**src/rtl/shiftadd_mul_seq_if.sv**
```systemverilog
// Request/response bundle for the shift-add multiplier scheduler.
//   master : drives start_i, abort_i, a_i, b_i; observes status, product and shift schedule
//   slave  : the multiplier itself
interface shiftadd_mul_seq_if #(
  parameter int unsigned AW = 10,
  parameter int unsigned BW = 10,
  parameter int unsigned SW = 4
) ();

  logic              start_i;
  logic              abort_i;
  logic [AW-1:0]     a_i;
  logic [BW-1:0]     b_i;
  logic              busy_o;
  logic              done_o;
  logic [AW+BW-1:0]  prod_o;
  logic [SW-1:0]     shift1_o;
  logic              shift1_v_o;
  logic [SW-1:0]     shift2_o;
  logic              shift2_v_o;

  modport master (
    output start_i, abort_i, a_i, b_i,
    input  busy_o, done_o, prod_o, shift1_o, shift1_v_o, shift2_o, shift2_v_o
  );

  modport slave (
    input  start_i, abort_i, a_i, b_i,
    output busy_o, done_o, prod_o, shift1_o, shift1_v_o, shift2_o, shift2_v_o
  );

endinterface

```
**src/rtl/shiftadd_mul_seq.sv**
```systemverilog
// Sequential unsigned AWxBW multiplier scheduler. Each RUN cycle retires the two
// lowest set bits of the remaining multiplier, adding the correspondingly shifted
// multiplicand into a (AW+BW)-bit accumulator, so latency tracks popcount(b).
// Ports:
//   clk      rising-edge clock
//   reset_n  asynchronous active-low reset
//   bus      slave side of shiftadd_mul_seq_if (start/abort/operands in,
//            busy/done/product and the live shift schedule out)
module shiftadd_mul_seq #(
  parameter int unsigned AW = 10,
  parameter int unsigned BW = 10,
  parameter int unsigned SW = 4
) (
  input  logic                   clk,
  input  logic                   reset_n,
  shiftadd_mul_seq_if.slave      bus
);

  localparam int unsigned PW = AW + BW;

  typedef enum logic [1:0] {
    IDLE = 2'd0,
    RUN  = 2'd1,
    DONE = 2'd2
  } state_e;

  state_e          state_q, state_d;
  logic [AW-1:0]   a_q, a_d;
  logic [BW-1:0]   r_q, r_d;
  logic [PW-1:0]   acc_q, acc_d;
  logic [PW-1:0]   prod_q, prod_d;
  logic            busy_q, busy_d;
  logic            done_q, done_d;

  // Schedule lookahead derived from the remaining multiplier bits.
  logic [SW-1:0]   s1_c, s2_c;
  logic            v1_c, v2_c;
  logic [BW-1:0]   m1_c, m2_c;
  logic [BW-1:0]   r_rest_c;
  logic [BW-1:0]   r_next_c;
  logic [PW-1:0]   t1_c, t2_c;
  logic [PW-1:0]   acc_sum_c;

  // Index of the lowest set bit; 0 when the vector is empty (caller gates with valid).
  function automatic logic [SW-1:0] low_idx(input logic [BW-1:0] v);
    logic [SW-1:0] idx;
    idx = '0;
    for (int i = int'(BW) - 1; i >= 0; i--) begin
      if (v[i]) idx = SW'(i);
    end
    return idx;
  endfunction

  // Pick the two lowest set bits, form the shifted addends and the cleared multiplier.
  always_comb begin
    s1_c      = low_idx(r_q);
    v1_c      = |r_q;
    m1_c      = v1_c ? (BW'(1) << s1_c) : '0;
    r_rest_c  = r_q & ~m1_c;
    s2_c      = low_idx(r_rest_c);
    v2_c      = |r_rest_c;
    m2_c      = v2_c ? (BW'(1) << s2_c) : '0;
    r_next_c  = r_rest_c & ~m2_c;
    t1_c      = v1_c ? (PW'(a_q) << s1_c) : '0;
    t2_c      = v2_c ? (PW'(a_q) << s2_c) : '0;
    acc_sum_c = acc_q + t1_c + t2_c;
  end

  // Next-state and datapath update; abort wins over completion in RUN.
  always_comb begin
    state_d = state_q;
    a_d     = a_q;
    r_d     = r_q;
    acc_d   = acc_q;
    prod_d  = prod_q;

    case (state_q)
      IDLE, DONE: begin
        if (bus.start_i) begin
          a_d     = bus.a_i;
          r_d     = bus.b_i;
          acc_d   = '0;
          state_d = RUN;
        end else begin
          state_d = IDLE;
        end
      end
      RUN: begin
        if (bus.abort_i) begin
          state_d = IDLE;
        end else begin
          r_d   = r_next_c;
          acc_d = acc_sum_c;
          if (r_next_c == '0) begin
            prod_d  = acc_sum_c;
            state_d = DONE;
          end
        end
      end
      default: state_d = IDLE;
    endcase

    busy_d = (state_d == RUN);
    done_d = (state_d == DONE);
  end

  // State and datapath registers.
  always_ff @(posedge clk or negedge reset_n) begin
    if (!reset_n) begin
      state_q <= IDLE;
      a_q     <= '0;
      r_q     <= '0;
      acc_q   <= '0;
      prod_q  <= '0;
      busy_q  <= 1'b0;
      done_q  <= 1'b0;
    end else begin
      state_q <= state_d;
      a_q     <= a_d;
      r_q     <= r_d;
      acc_q   <= acc_d;
      prod_q  <= prod_d;
      busy_q  <= busy_d;
      done_q  <= done_d;
    end
  end

  assign bus.busy_o = busy_q;
  assign bus.done_o = done_q;
  assign bus.prod_o = prod_q;

  // Observe ports: live schedule while running, quiet otherwise (R may hold stale bits after abort).
  assign bus.shift1_o   = (state_q == RUN) ? s1_c : '0;
  assign bus.shift1_v_o = (state_q == RUN) && v1_c;
  assign bus.shift2_o   = (state_q == RUN) ? s2_c : '0;
  assign bus.shift2_v_o = (state_q == RUN) && v2_c;

endmodule

```
**src/flat_wrapper.sv**
```systemverilog
// flat-port wrapper written by rule: the top's interface ports become plain ports
module shiftadd_mul_seq_flat 
#(
  parameter int unsigned AW = 10,
  parameter int unsigned BW = 10,
  parameter int unsigned SW = 4
)
  (clk, reset_n, bus_start_i, bus_abort_i, bus_a_i, bus_b_i, bus_busy_o, bus_done_o, bus_prod_o, bus_shift1_o, bus_shift1_v_o, bus_shift2_o, bus_shift2_v_o);
  shiftadd_mul_seq_if #(.AW(AW), .BW(BW), .SW(SW)) bus_i ();
  input  logic clk;
  input  logic reset_n;
  input wire logic [$bits(bus_i.start_i)-1:0] bus_start_i;
  input wire logic [$bits(bus_i.abort_i)-1:0] bus_abort_i;
  input wire logic [$bits(bus_i.a_i)-1:0] bus_a_i;
  input wire logic [$bits(bus_i.b_i)-1:0] bus_b_i;
  output wire logic [$bits(bus_i.busy_o)-1:0] bus_busy_o;
  output wire logic [$bits(bus_i.done_o)-1:0] bus_done_o;
  output wire logic [$bits(bus_i.prod_o)-1:0] bus_prod_o;
  output wire logic [$bits(bus_i.shift1_o)-1:0] bus_shift1_o;
  output wire logic [$bits(bus_i.shift1_v_o)-1:0] bus_shift1_v_o;
  output wire logic [$bits(bus_i.shift2_o)-1:0] bus_shift2_o;
  output wire logic [$bits(bus_i.shift2_v_o)-1:0] bus_shift2_v_o;
  assign bus_i.start_i = bus_start_i;
  assign bus_i.abort_i = bus_abort_i;
  assign bus_i.a_i = bus_a_i;
  assign bus_i.b_i = bus_b_i;
  assign bus_busy_o = bus_i.busy_o;
  assign bus_done_o = bus_i.done_o;
  assign bus_prod_o = bus_i.prod_o;
  assign bus_shift1_o = bus_i.shift1_o;
  assign bus_shift1_v_o = bus_i.shift1_v_o;
  assign bus_shift2_o = bus_i.shift2_o;
  assign bus_shift2_v_o = bus_i.shift2_v_o;
  shiftadd_mul_seq #(.AW(AW), .BW(BW), .SW(SW)) u_core (.clk(clk), .reset_n(reset_n), .bus(bus_i));
endmodule
```
**config.mk**
```make
export PLATFORM = sky130hd
export DESIGN_NAME = shiftadd_mul_seq_flat
export DESIGN_NICKNAME = d
export VERILOG_FILES = /design/src/rtl/shiftadd_mul_seq_if.sv /design/src/rtl/shiftadd_mul_seq.sv /design/src/flat_wrapper.sv
export SDC_FILE = /design/constraint.sdc
export NUM_CORES = 1
export LEC_CHECK = 0
export CAP_MARGIN = 30
export CORE_MARGIN = 2
export CORE_UTILIZATION = 36
export DETAILED_ROUTE_END_ITERATION = 7
export SLEW_MARGIN = 20
export SYNTH_ARGS = -nofsm -noshare
export SYNTH_HDL_FRONTEND = slang
export SYNTH_SLANG_ARGS = --single-unit
```
**constraint.sdc**
```tcl
create_clock -name clk -period 5.7 [get_ports clk]
set_input_delay 1.425 -clock clk [delete_from_list [all_inputs] [get_ports clk]]
set_output_delay 1.425 -clock clk [all_outputs]
set_load 0.05 [all_outputs]
```
==> reports/results.ini <==
[timing]
tns_ps=0
hold_violations=0
slew_headroom_pct=44.1
worst_slew_pin_slew_ps=839
fin_crit_ps=5420
fin_skew_ps=5.36
drv_slew=0
finalSetupViolations=0
fmax_mhz=184
period_share_pct=95.2

[drt]
drc_errors=0
first_iter_violations=363
via_count=4873
firstDrtPassIters=5
ant_nets=0
via_per_inst=5.47
avgRoutedWirePerCell_um=17.8
totalWireLength_um=15900

[finish]
layout.nets=762
drive_gt1_share_pct=15.4
fin_area_mm2=0.00681
fin_cells=891
syn2layout_area_growth_pct=22.4
final.fill_count=1493
antennaDiodeCount=0

[cts]
cts_root_buf=clkbuf_16
cts_tree=done
clkTransAtPathRegs_ps=50
h-tree-depth=3
clock_sinks=64
cts_hold_buf=0
cts_buffer_depth=2
cts_buffers=9
worst_skew_pair.late_latency_ps=340

[placed_design]
gp_congestion=0.917
placed_cells=872
dpl.hpwl_um=11800
place_area_mm2=0.00640
io_buffers=55

[setup_path]
end_kind=flop
cp.required_ps=5920
start_kind=flop
cp.arrival_ps=5650
setup.worst_path.class=reg -> reg
path_max_fanout=9

[yosys]
syn_inst=634
synth_top_family_by_area=compound AO/OA/AOI/OAI gates
ys_seq_area_share_pct=28.8
syn-num-nets=696
ys_seq_elements=64
postSynthAreaPerCell_um2=8.78
synth_compound_area_share_pct=18.6
synth_simple_gate_area_share_pct=16.4
synth-adder-area-share_pct=11.4
async_reset_ff_share_pct=100
synth_edf_count=0
synth_mux_area_share_pct=14.3
synth-xor-area-share_pct=2.68
synth_cell_types=70
syn_area_mm2=0.00556
yosysWarnings=0
synthFlopType=dfrtp_1

[global_route]
gr-total-overflow=0
grt_first_pass_wirelength_um=25800
grt_use_total_pct=20.1
grt_pass1_vias=4891
grt_start_max_net_pins=65
antenna_found_initial=0

[floorplanning]
io_pins=56
core_area_mm2=0.0151
dieHeight_um=128
die_w_um=128
row_count=45
start_util_pct=36.7
dieArea_mm2=0.0165

[worst_hold_path]
min_path_type=reg -> reg

[flow_run]
maxCapViolCount=0

[outcome]
status=complete, no violations

## stage by stage
stage | utilization (%) | worst slack (ps) | hold slack (ps)
2_1_floorplan | - | 594 | 450
3_3_place_gp | 42.2 | -81.7 | 479
3_5_place_dp | 42.2 | -90.2 | 475
4_1_cts | 43.9 | 83.5 | 487
5_1_grt | 45.0 | -6.86 | 504
6_report | 45.0 | 276 | 483
## kinds of logic after synthesis
| logic type | count (synthesis) |
|---|---|
| simple gates | 198 |
| compound gates | 141 |
| xor+xnor | 17 |
| buf+inv | 102 |
| mux | 72 |
| other cells | 1 |
| fa+ha+maj | 39 |
| flops | 64 |
## registers in the layout (all words and copies together), names as in the netlist
name	flops
u_core.state_q	2
u_core.acc_q	20
u_core.bus.prod_o	20
u_core.bus.done_o	1
u_core.r_q	10
u_core.bus.busy_o	1
u_core.a_q	10
## repair_timing
item / CTS / global route
endpoints found under the setup margin: 9 / 20
hold endpoints to repair: 0 / 0
buffers inserted: 0 / 4
gates resized for setup: 2 / 23
pin swaps: 0 / 3
## critical path: stages (launching register included)
cell and delay, ps:
dfrtp_1 490, buf_4 220, nor4_1 250, buf_4 200, nand2_1 110, o22a_1 240
o21ai_4 220, a21o_4 230, mux2_2 350, o22ai_1 230, nand2_1 160, fa_1 550
inv_1 40, ha_1 340, o21ai_2 250, a21oi_2 80, o21ai_0 190, nand2b_1 160
a311oi_1 290, buf_4 170, o21ai_0 100, xor2_1 170, mux2_2 270
## cell usage after synthesis, drive strengths merged, types with 2 or more instances
cell,instances,area [um^2]
a211oi,6,55.1
a21o,6,45.0
a21oi,26,130
a221oi,7,85.1
a22o,9,78.8
a22oi,10,75.1
a311oi,3,26.3
a32oi,4,42.6
a41oi,2,17.5
and2,8,50.1
and3,2,12.5
buf,16,105
clkbuf,20,76.3
dfrtp,64,1600
fa,20,400
ha,18,225
inv,66,248
mux2,26,338
mux2i,46,460
nand2,76,285
nand2b,10,65.1
nand3,18,90.1
nor2,56,210
nor2b,5,31.3
nor3,11,66.3
nor4,4,40.0
o211ai,8,65.1
o21a,2,15.0
o21ai,31,155
o21bai,4,33.8
o22ai,2,12.5
o31a,2,17.5
o31ai,8,65.1
or3,3,18.8
or4,2,18.8
xnor2,8,70.1
xor2,9,78.8
## path summary, 6_finish.rpt
path | from | to | slack (ps) | cells past startpoint
worst max-delay path | u_core.r_q[1]$_DFFE_PN0P_ | u_core.acc_q[13]$_DFFE_PN0P_ | 280 | 22
worst min-delay path | u_core.bus.prod_o[0]$_DFFE_PN0P_ | u_core.bus.prod_o[0]$_DFFE_PN0P_ | 480 | 1
worst max register to register | u_core.r_q[1]$_DFFE_PN0P_ | u_core.acc_q[13]$_DFFE_PN0P_ | 280 | 22
worst min register to register | u_core.bus.prod_o[0]$_DFFE_PN0P_ | u_core.bus.prod_o[0]$_DFFE_PN0P_ | 480 | 1
max in group asynchronous | reset_n | u_core.r_q[7]$_DFFE_PN0P_ | 3850 | 2
min in group asynchronous | reset_n | u_core.r_q[5]$_DFFE_PN0P_ | 1280 | 2
## placed cells by master (no fill, tap or decap), drive strengths merged, types with 11 or more instances in the layout
| cell type | instances |
|---|---|
| nand2 | 76 |
| inv | 66 |
| dfrtp | 64 |
| nor2 | 56 |
| clkdlybuf4s50 | 54 |
| mux2i | 46 |
| buf | 37 |
| o21ai | 31 |
| a21oi | 26 |
| mux2 | 26 |
| fa | 20 |
| nand3 | 18 |
| ha | 18 |
| clkbuf | 13 |
| nor3 | 11 |
## per-layer routing
layer	share of wire (%)	track usage [%]
met1	45	26.1
met2	46	31.9
met5	0	0
met4	3.2	7.82
met3	4.9	5.63
## cell type report
type                       count  area, um^2  share of cell area [%]
multi-input combinational    468        3640                    53.5
sequential                    64        1600                    23.5
clock buffer                  13         250                    3.68
inverter                      66         248                    3.64
timing repair buffer          91         823                    12.1
clock inverter                 1        5.00                  0.0735
tap                          188         235                    3.45
Power is left out: the tool's default activity adds up to more than one toggle a clock period on the data nets, which glitch-free logic cannot reach.
==> RTL edit: new RTL, same flow settings <==
`prod_q` no longer has a reset.
--- a/src/rtl/shiftadd_mul_seq.sv
+++ b/src/rtl/shiftadd_mul_seq.sv
@@ -112,5 +112,4 @@
       r_q     <= '0;
       acc_q   <= '0;
-      prod_q  <= '0;
       busy_q  <= 1'b0;
       done_q  <= 1'b0;
@@ -120,8 +119,11 @@
       r_q     <= r_d;
       acc_q   <= acc_d;
-      prod_q  <= prod_d;
       busy_q  <= busy_d;
       done_q  <= done_d;
     end
+  end
+
+  always_ff @(posedge clk) begin
+    prod_q <= prod_d;
   end
 
Check against the original RTL: not equivalent (a bounded check fails within 4 cycles, from zero or initial values and one cycle with reset_n low; the reset may be asserted at any time).
==> RTL edit against the original RTL <==
Routed wire length rose by 3.2%; final area rose by 7.3%; area after synthesis fell by 4.0%; setup slack got worse by 0.11 ns; maximum frequency fell by 1.9%; via count rose by 0.76%; sequential cell count did not move; global-route usage rose by 0.87 points; largest cell class unchanged.
Power is left out: the tool's default activity adds up to more than one toggle a clock period on the data nets, which glitch-free logic cannot reach.
==> RTL edit: results (changes against the original RTL) <==
metric	value	unit	change
placed inst area	6700	sq um	+4.7%
Hold Slack	0.498	ns	+0.0149 ns
syn_nets	675		-3.0%
Seq/Total Area, Yosys	31.9	%	+3.1 points
routing usage on met2	31.8	%	-0.15 points
P&R area growth vs syn	36.8	%	
invs w/o clock	56		-15%
DR vias	4910		+0.76%
HPWL Detailed	12800	um	+8.6%
overall routing resource usage	21.0	%	+0.87 points
worst-path fanout max	7		-2
GR Layer Usage met1	29.8	%	+3.7 points
largest net degree at the start of global routing	30		-54%
Min-Delay Endpoint	u_core.acc_q[3]		
Async S/R FF share, synth	68.8	%	-31 points
Area contributors post-synth	dfrtp_1 21%, edfxtp_1 11%, fa_1 7.5%, mux2i_1 6.2%, nand2_1 6.1%		
Post-CTS Setup Bufs	3		+3
Signal buffers	159		+75%
r2r setup slk	0.17	ns	-0.11 ns
Routability Congestion	0.967		+5.4%
CP startpoint	u_core.r_q[3]		
Post-Syn Area per Cell	8.71	sq um	-0.74%
Worst Skew	0.00658	ns	+0.00122 ns
most common cell after layout, fill and taps aside	buf_4		
outcome	completed		
met3 WL	954	um	+24%
global-route wire length before repair	26000	um	+0.83%
fraction of area in multi-input gates	48.2	%	-5.4 points
multi-input gates	461		-1.5%
met3 usage	4.12	%	-1.5 points
## RTL edit: changes by cell type after synthesis, sizes merged, moves of 5 or more
cell    change
dfrtp      -20
edfxtp     +20
mux2i      -13
nand2      +13
inv        -10
mux2       -10
a21oi       +6
o21a        +6
xor2        -6
a221oi      -5
## RTL edit: metrics by stage
step,std cells,setup WS [ns],setup TNS [ns]
floorplan,613,0.422,0
global placement,913,-0.230,-0.339
detailed placement,915,-0.257,-0.455
CTS,934,0.00859,0
global route,940,-0.0292,-0.0607
finish,940,0.169,0
## RTL edit: kinds of logic (layout without fill, tap and decap cells)
family | count (synthesis) | in the layout | share of synthesized area, %
mux | 49 | 49 | 9.56
other cells | 1 | 1 | 0.0702
fa+ha+maj | 38 | 38 | 11.7
xor+xnor | 14 | 14 | 2.30
buf+inv | 88 | 231 | 6.72
flops | 64 | 64 | 31.9
compound gates | 137 | 137 | 17.7
simple gates | 222 | 222 | 20.0
